--- config.mk ---
export PLATFORM = sky130hd
export DESIGN_NAME = led_matrix_pwm_scan
export DESIGN_NICKNAME = d
export VERILOG_FILES = /design/src/rtl/led_matrix_pwm_scan.sv
export SDC_FILE = /design/constraint.sdc
export NUM_CORES = 1
export LEC_CHECK = 0
export ABC_AREA = 1
export BUFFER_PORTS_ARGS = -buffer_cell sky130_fd_sc_hd__buf_2
export CAP_MARGIN = 25
export CORE_UTILIZATION = 40
export CTS_CLUSTER_DIAMETER = 80
export DETAILED_ROUTE_END_ITERATION = 10
export GPL_ROUTABILITY_DRIVEN = 0
export PLACE_DENSITY_LB_ADDON = 0.12
export SLEW_MARGIN = 25
export SYNTH_ARGS = -nofsm -noshare
export SYNTH_HDL_FRONTEND = slang
export SYNTH_SLANG_ARGS = --single-unit
--- constraint.sdc ---
create_clock -name clk -period 2.22 [get_ports clk]
set_clock_uncertainty 0.2 [all_clocks]
set_input_delay 0.222 -clock clk [delete_from_list [all_inputs] [get_ports clk]]
set_output_delay 0.222 -clock clk [all_outputs]
set_load 0.005 [all_outputs]
--- src/rtl/led_matrix_pwm_scan.sv ---
// Row-scanned LED matrix driver: double-buffered pixel levels, per-row blanking and PWM.
// Optional LED_GAMMA_EN: squares the stored level ((level*level) >> BW) before PWM compare.
module led_matrix_pwm_scan #(
    parameter  int ROWS        = 8,
    parameter  int COLS        = 8,
    parameter  int BW          = 6,
    parameter  int CLK_DIV     = 100,
    parameter  int BLANK_TICKS = 2,
    localparam int RW          = (ROWS > 1) ? $clog2(ROWS) : 1,
    localparam int CW          = (COLS > 1) ? $clog2(COLS) : 1
) (
    input  logic            clk,
    input  logic            rst_n,
    input  logic            wr_en,
    input  logic [RW-1:0]   wr_row,
    input  logic [CW-1:0]   wr_col,
    input  logic [BW-1:0]   wr_data,
    input  logic            swap_req,
    output logic            swap_ack,
    output logic            frame_start,
    output logic [ROWS-1:0] row_pins,
    output logic [COLS-1:0] col_pins
);

    localparam int DW  = $clog2(CLK_DIV);
    localparam int BCW = (BLANK_TICKS > 1) ? $clog2(BLANK_TICKS) : 1;

    localparam logic [DW-1:0]  DIV_LAST   = DW'(CLK_DIV - 1);
    localparam logic [BCW-1:0] BLANK_LAST = BCW'(BLANK_TICKS - 1);
    localparam logic [BW-1:0]  PWM_LAST   = {BW{1'b1}};
    localparam logic [RW-1:0]  ROW_LAST   = RW'(ROWS - 1);
    localparam logic [RW:0]    ROWS_L     = (RW + 1)'(ROWS);
    localparam logic [CW:0]    COLS_L     = (CW + 1)'(COLS);

    typedef enum logic {ST_BLANK = 1'b0, ST_DRIVE = 1'b1} state_t;

    state_t          state_r, state_s;
    logic [DW-1:0]   div_r;
    logic            tick_s;
    logic [BW-1:0]   pwm_r, pwm_s;
    logic [BCW-1:0]  blank_r, blank_s;
    logic [RW-1:0]   row_r, row_s;
    logic            frame_end_s;
    logic            swap_go_s;
    logic            wr_ok_s;
    logic            front_r;
    logic            pend_r;
    logic [BW-1:0]   mem_r [2][ROWS][COLS];
    logic [ROWS-1:0] row_pins_s;
    logic [COLS-1:0] col_pins_s;
    logic            frame_start_s;

    // Brightness transfer applied just before the PWM compare.
    function automatic logic [BW-1:0] level_f(input logic [BW-1:0] lv);
`ifdef LED_GAMMA_EN
        logic [2*BW-1:0] prod;
        prod = {{BW{1'b0}}, lv} * {{BW{1'b0}}, lv};
        return prod[2*BW-1:BW];
`else
        return lv;
`endif
    endfunction

    assign tick_s    = (div_r == DIV_LAST);
    assign swap_go_s = frame_end_s & (pend_r | swap_req);
    assign wr_ok_s   = wr_en && ({1'b0, wr_row} < ROWS_L) && ({1'b0, wr_col} < COLS_L);

    // PWM tick prescaler.
    always_ff @(posedge clk or negedge rst_n) begin
        if (!rst_n) begin
            div_r <= '0;
        end else if (tick_s) begin
            div_r <= '0;
        end else begin
            div_r <= div_r + DW'(1);
        end
    end

    // Scan FSM and counter registers.
    always_ff @(posedge clk or negedge rst_n) begin
        if (!rst_n) begin
            state_r <= ST_BLANK;
            pwm_r   <= '0;
            blank_r <= '0;
            row_r   <= '0;
        end else begin
            state_r <= state_s;
            pwm_r   <= pwm_s;
            blank_r <= blank_s;
            row_r   <= row_s;
        end
    end

    // Scan FSM next state; everything advances only on a tick.
    always_comb begin
        state_s     = state_r;
        pwm_s       = pwm_r;
        blank_s     = blank_r;
        row_s       = row_r;
        frame_end_s = 1'b0;
        if (tick_s) begin
            case (state_r)
                ST_BLANK: begin
                    if (blank_r == BLANK_LAST) begin
                        state_s = ST_DRIVE;
                        blank_s = '0;
                        pwm_s   = '0;
                    end else begin
                        blank_s = blank_r + BCW'(1);
                    end
                end
                ST_DRIVE: begin
                    if (pwm_r == PWM_LAST) begin
                        state_s     = ST_BLANK;
                        pwm_s       = '0;
                        blank_s     = '0;
                        frame_end_s = (row_r == ROW_LAST);
                        row_s       = (row_r == ROW_LAST) ? '0 : row_r + RW'(1);
                    end else begin
                        pwm_s = pwm_r + BW'(1);
                    end
                end
                default: begin
                    state_s = ST_BLANK;
                    pwm_s   = '0;
                    blank_s = '0;
                    row_s   = '0;
                end
            endcase
        end else begin
            state_s = state_r;
        end
    end

    // Front-buffer select and sticky swap request; a request landing on the frame end is honoured there.
    always_ff @(posedge clk or negedge rst_n) begin
        if (!rst_n) begin
            front_r <= 1'b0;
            pend_r  <= 1'b0;
        end else if (swap_go_s) begin
            front_r <= ~front_r;
            pend_r  <= 1'b0;
        end else if (swap_req) begin
            pend_r  <= 1'b1;
        end else begin
            pend_r  <= pend_r;
        end
    end

    // Pixel storage; writes always go to the buffer that is back before this edge.
    always_ff @(posedge clk or negedge rst_n) begin
        if (!rst_n) begin
            for (int b = 0; b < 2; b++) begin
                for (int r = 0; r < ROWS; r++) begin
                    for (int c = 0; c < COLS; c++) begin
                        mem_r[b][r][c] <= '0;
                    end
                end
            end
        end else if (wr_ok_s) begin
            mem_r[~front_r][wr_row][wr_col] <= wr_data;
        end
    end

    // Pin patterns decoded from the current scan state.
    always_comb begin
        row_pins_s    = {ROWS{1'b1}};
        col_pins_s    = '0;
        frame_start_s = (state_r == ST_BLANK) && (row_r == '0) && (blank_r == '0) && (div_r == '0);
        if (state_r == ST_DRIVE) begin
            row_pins_s = ~(ROWS'(1) << (ROW_LAST - row_r));
            for (int c = 0; c < COLS; c++) begin
                col_pins_s[c] = (level_f(mem_r[front_r][row_r][c]) > pwm_r);
            end
        end else begin
            row_pins_s = {ROWS{1'b1}};
            col_pins_s = '0;
        end
    end

    // Output registers: pins lag the scan state by one clock.
    always_ff @(posedge clk or negedge rst_n) begin
        if (!rst_n) begin
            row_pins    <= {ROWS{1'b1}};
            col_pins    <= '0;
            swap_ack    <= 1'b0;
            frame_start <= 1'b0;
        end else begin
            row_pins    <= row_pins_s;
            col_pins    <= col_pins_s;
            swap_ack    <= swap_go_s;
            frame_start <= frame_start_s;
        end
    end

endmodule

After elaboration in Yosys (flattened, before gate mapping)
Cells that the tools add are included.
W data, S select, Z words.
{ "totals": {"ff_bits": 806, "inputBits": 16, "out_inout_bits": 18, "wordCells": 220} }
{ "classes": {"addsub": 5, "order_cmp": 16, "n_eq_ne": 5, "shift": 1, "mux": 31, "n_bitwise": 11, "n_reduce_logical": 12} }
{ "op_table": {"columns": ["op", "n"], "rows": [
  ["$mux W384", 4],
  ["$bwmux W768", 1],
  ["$demux W384 S1", 1],
  ["$bmux W48 S3", 1],
  ["$demux W48 S3", 1],
  ["$mux W48", 3],
  ["$gt A6 B6 Y1", 8],
  ["$demux W6 S3", 1],
  ["$mux W6", 3],
  ["$mux W8", 2],
  ["$ge A4 B4 Y1 const B", 3],
  ["$not A3 Y4", 3],
  ["$pmux W6 S2", 1],
  ["$mux W1", 9],
  ["$lt A4 B1 Y1 const B", 2],
  ["$not A8 Y8", 1],
  ["$shl A1 B3 Y8 const A", 1],
  ["$add A7 B1 Y7 const B", 1],
  ["$eq A7 B7 Y1 const B", 1],
  ["$logic_not A7 Y1", 1],
  ["$mux W7", 1],
  ["$add A6 B1 Y6 const B", 1],
  ["$eq A6 B6 Y1 const B", 1],
  ["$logic_and A1 B1 Y1", 6],
  ["18 further kinds", 24]
]} }

Logic depth before layout (Yosys ltp)
{ "depth": {"word_depth": 10, "depth_mapped": 18} }

Worst setup path before layout
OpenSTA, ideal clock, no wires.
{ "synth_timing": {"path_kind": "reg2reg", "startpoint": "reg row_r[0]", "endpoint": "reg col_pins[6]", "t_arrival_ns": 2.026, "t_required_ns": 1.938, "path_slack_ns": -0.088, "path_stages_with_launch": 14, "n_path_buf": 2, "period_less_slack_ns": 2.308, "path_cell_list": "dfrtp_1 -> clkinv_1 -> clkbuf_1 -> clkbuf_1 -> nor2_1 -> o21ai_0 -> nand3_1 -> nand3_1 -> nand2_1 -> ha_1 -> nand2_1 -> nor2_1 -> o21ai_0 -> a31oi_1"} }
{ "synth_between": {"elab_chain_len": 6} }
{ "synth_rtl": {"columns": ["element", "line_no", "text"], "rows": [
  ["from (decl)", "42", "logic [RW-1:0] row_r, row_s;"],
  ["from (signal assigned)", "90", "row_r <= row_s;"],
  ["$not A3 Y4 (implied by the code)", "173", "col_pins_s[c] = (level_f(mem_r[front_r][row_r][c]) > pwm_r);"],
  ["$bmux W48 S3", "173", null],
  ["$mux W48 (2 in a row)", null, null],
  ["$gt A6 B6 Y1", "173", null],
  ["$mux W8", "170", "if (state_r == ST_DRIVE) begin"],
  ["named net col_pins_s[6]", "50", "logic [COLS-1:0] col_pins_s;"],
  ["to (signal assigned)", "190", "col_pins <= col_pins_s;"],
  ["to (decl)", "22", "output logic [COLS-1:0] col_pins"]
]} }
The timed path passes the listed nets, and every way through them passes these cells. The select of a mux whose other input is x is not followed.
A chain may end at the register's enable or synchronous reset.

Worst setup path in the final report
{ "layout_timing": {"startpoint": "reg front_r", "endpoint": "reg col_pins[0]"} }
{ "layout_between": {"elab_chain_len": 9} }
{ "layout_rtl": {"columns": ["element", "line_no", "text"], "rows": [
  ["from (decl)", "46", "logic front_r;"],
  ["from (signal assigned)", "141", "front_r <= ~front_r;"],
  ["$not A1 Y2 (implied by the code)", "173", null],
  ["$mux W384 (implied by the code) (3 in a row)", "173", null],
  ["$bmux W48 S3", "173", null],
  ["$mux W48 (2 in a row)", null, null],
  ["$gt A6 B6 Y1", "173", null],
  ["$mux W8", "170", null],
  ["named net col_pins_s[0]", "50", null]
]} }
The timed path passes the listed nets, and every way through them passes these cells. The select of a mux whose other input is x is not followed.

==> results.py <==
metrics = {
    "yosys": {
        "synth_edf_count": 0,
        "ys_warn_count": 0,
        "ys_top_cells_by_area": "dfrtp_1, nand2_1, o21ai_0",
        "synth_top_flop_cell": "dfrtp_1",
        "seq_area_frac_synth_pct": 52.5,
        "synth_top_area_share_pct": 52.0,
        "synth_nets": 4988,
        "synth_area_um2": 38400,
        "synth_compound_area_share_pct": 14.5,
        "synthSimpleGateAreaFrac_pct": 24.2,
        "synth_top_family_by_area": "simple AND/OR/NAND/NOR gates",
        "synth-adder-area-share_pct": 1.86,
        "yosysUniqueCellTypes": 29,
        "syn_area_per_cell_um2": 7.82,
        "synthMuxAreaShare_pct": 0,
        "synth_seq_cells": 806,
        "synthArstFlopShare_pct": 100,
        "synth_xor_area_share_pct": 0.0684,
        "synth_largest_area_cell": "dfrtp_1",
        "synth_cells": 4915,
    },
    "clock_tree": {
        "cts_buffers": 93,
        "cts.sinks": 806,
        "clkTransAtPathRegs_ns": 0.06,
        "clkLatencyLatePin_ns": 0.67,
        "cts_tree": "done",
        "htreeDepth": 3,
        "cts.path.max_buffers": 3,
        "clockRootBuffer": "clkbuf_16",
    },
    "floorplan": {
        "num_rows": 113,
        "initial_core_util_pct": 40.4,
        "fp.dieW_um": 312,
        "core_area_um2": 95000,
        "pin_count": 34,
        "dieArea_um2": 97300,
        "die_h_um": 312,
    },
    "job": {
        "cap_violations": 0,
    },
    "cells_and_area": {
        "final_common_cell": "nand2_1",
        "final_cell_mix": "nand2_1, o21ai_0, dfrtp_1, nor2_1, nand3_1",
        "num-nets-final": 5074,
        "final_util_pct": 49.7,
        "layout-drive-gt1-share_pct": 13.8,
        "areaGrowthSynthToFinish_pct": 23.0,
    },
    "timing": {
        "worstMarginPinSlew_ns": 0.696,
        "fmax_mhz": 383,
        "fin_crit_ns": 2.61,
        "rsz0062_at_grt": "yes",
        "finalHoldViolCount": 0,
        "tns_ns": -112.62,
        "setup_viol": 691,
        "final_max_slew_viol_count": 0,
        "fin_crit_sh_pct": 118,
        "relSlewSlack_pct": 53.4,
        "setup_slack_ns": -0.393,
        "holdWs_ns": 0.0356,
    },
    "place": {
        "io_buffers": 33,
        "dpl.hpwl_mm": 76.9,
        "place_ws_ns": -0.423,
    },
    "routing": {
        "drc_errors": 0,
        "vias": 33292,
        "detail-route-antenna-nets": 0,
        "routedWlPerCell_um": 19.9,
        "avgViaCountPerCell": 5.24,
        "dr.pass1.iters": 5,
        "drt_iter0_markers": 2812,
        "drt-total-wl_mm": 126,
    },
    "global_routing": {
        "grt_max_degree": 65,
        "grtUsageTotal_pct": 25.3,
        "antenna_found_initial": 6,
        "gr-total-overflow": 0,
        "grt_pass1_vias": 31778,
        "grt_pass1_wl_mm": 192,
    },
    "pwr": {
        "p_leak_nw": 21.6,
        "powerDensity_nw_per_um2": 725,
        "total_power_w": 0.0343,
        "irDropWorstVdd_mv": 0.508,
    },
    "critical_path": {
        "slowest_delay_ns": 0.50,
        "cp.arrival_ns": 2.98,
        "end_kind": "flop",
        "cp_slowest_cell": "dfrtp_4",
        "cp_max_fo": 14,
        "crit_buf_inv": 4,
        "crit_family": "buffers and inverters",
        "path_cells": "buf_12, buf_12, clkbuf_16, o211ai_1, nand3_1, nand3_1, nand2_1, ha_1, nand2_1, nor2_2, nand3_1, nand2_1, a31oi_1, buf_4",
        "criticalPathCategory": "reg -> reg",
        "crit_required_ns": 2.59,
        "crit_path_start_kind": "flop",
    },
    "run_status": {
        "status": "finished with violations",
        "violations": "negative setup slack",
    },
    "hold_path": {
        "min_path_type": "in -> async",
    },
}
## where the power goes
group / leakage (nW) / internal [W] / switching (W)
Combinational: 9.05 / 0.000726 / 0.00131
Clock: 1.59 / 0.00967 / 0.00647
Sequential: 11.0 / 0.0156 / 0.000483
Total: 21.6 / 0.0260 / 0.00826
## synth_stat cells, types with 2 or more instances
| cell type | number |
|---|---|
| a31oi_1 | 2 |
| dfstp_2 | 8 |
| buf_2 | 85 |
| o21ai_1 | 51 |
| nand4_1 | 2 |
| o21a_1 | 2 |
| nor3_1 | 4 |
| buf_4 | 2 |
| o211ai_1 | 103 |
| a21oi_1 | 26 |
| buf_1 | 13 |
| nand2_1 | 1582 |
| clkinv_1 | 2 |
| dfrtp_1 | 798 |
| inv_1 | 252 |
| o21bai_1 | 5 |
| clkbuf_1 | 277 |
| nand3_1 | 377 |
| inv_2 | 3 |
| xor2_1 | 2 |
| buf_6 | 11 |
| nor2_1 | 376 |
| o21ai_0 | 870 |
| ha_1 | 57 |
## stage by stage
| step | instance area, um2 | instances |
|---|---|---|
| 6_report | 47200 | 6349 |
| 5_1_grt | 47200 | 6344 |
| 4_1_cts | 45800 | 6301 |
| 3_5_place_dp | 41700 | 6101 |
| 3_3_place_gp | 41700 | 6101 |
| 2_1_floorplan | 38500 | 4915 |
## final timing paths
kind                       cells past startpoint           to  slack [ns]       start
max in group asynchronous                      4   mem_r[629]        1.23       rst_n
setup reg to reg                              14  col_pins[0]       -0.39     front_r
hold / removal                                 3  frame_start        0.04       rst_n
hold reg to reg                                2   mem_r[127]        0.28  mem_r[127]
min in group clk                               6   mem_r[562]        0.09   wr_row[2]
setup / recovery                              14  col_pins[0]       -0.39     front_r
## tightest hold or removal path: cells and delay by family
kind	cells	cell delay, ns
buf+inv	3	1.01
## cell type report
class	count	area, um2
Timing Repair inverter	3	36.3
Multi-Input combinational cell	3465	16500
Inverter	257	1040
Clock buffer	141	2810
Tap cell	1265	1580
Fill cell	9329	47800
Clock inverter	32	395
Sequential cell	806	20200
Antenna cell	5	12.5
Timing Repair Buffer	375	4620
## sequential cells by signal, summed over array words and instances, names as in the netlist
register,cells
row_pins,8
swap_ack,1
mem_r,768
col_pins,8
pend_r,1
blank_r,1
front_r,1
state_r,1
pwm_r,6
row_r,3
frame_start,1
div_r,7
## repair_timing
| action | 4_1_cts | 5_1_grt |
|---|---|---|
| gates cloned | 9 | 19 |
| pin swaps | 16 | 42 |
| hold buffers | 9 | 0 |
| buffers inserted | 9 | 26 |
| endpoints found under the setup margin | 776 | 777 |
| resized for setup | 115 | 239 |
| hold endpoints to repair | 1059 | 0 |
## kinds of logic after synthesis
family                     after synthesis
AOI/OAI and AO/OA                     1060
adders and majority gates               57
DFF                                    806
xor gates and xnor gates                 3
and+or+nand+nor                       2344
buffers and inverters                  645
## routing by layer
layer  global-route usage [%]  part of all wire, %  vias up
li1                         -                    -    16130
met1                     37.0                   47    16111
met2                     38.8                   44      851
met3                     3.97                  6.2      194
met4                     7.06                  2.4        6
met5                        0                0.086        -
Note: power is estimated with default switching activity, not from simulation.
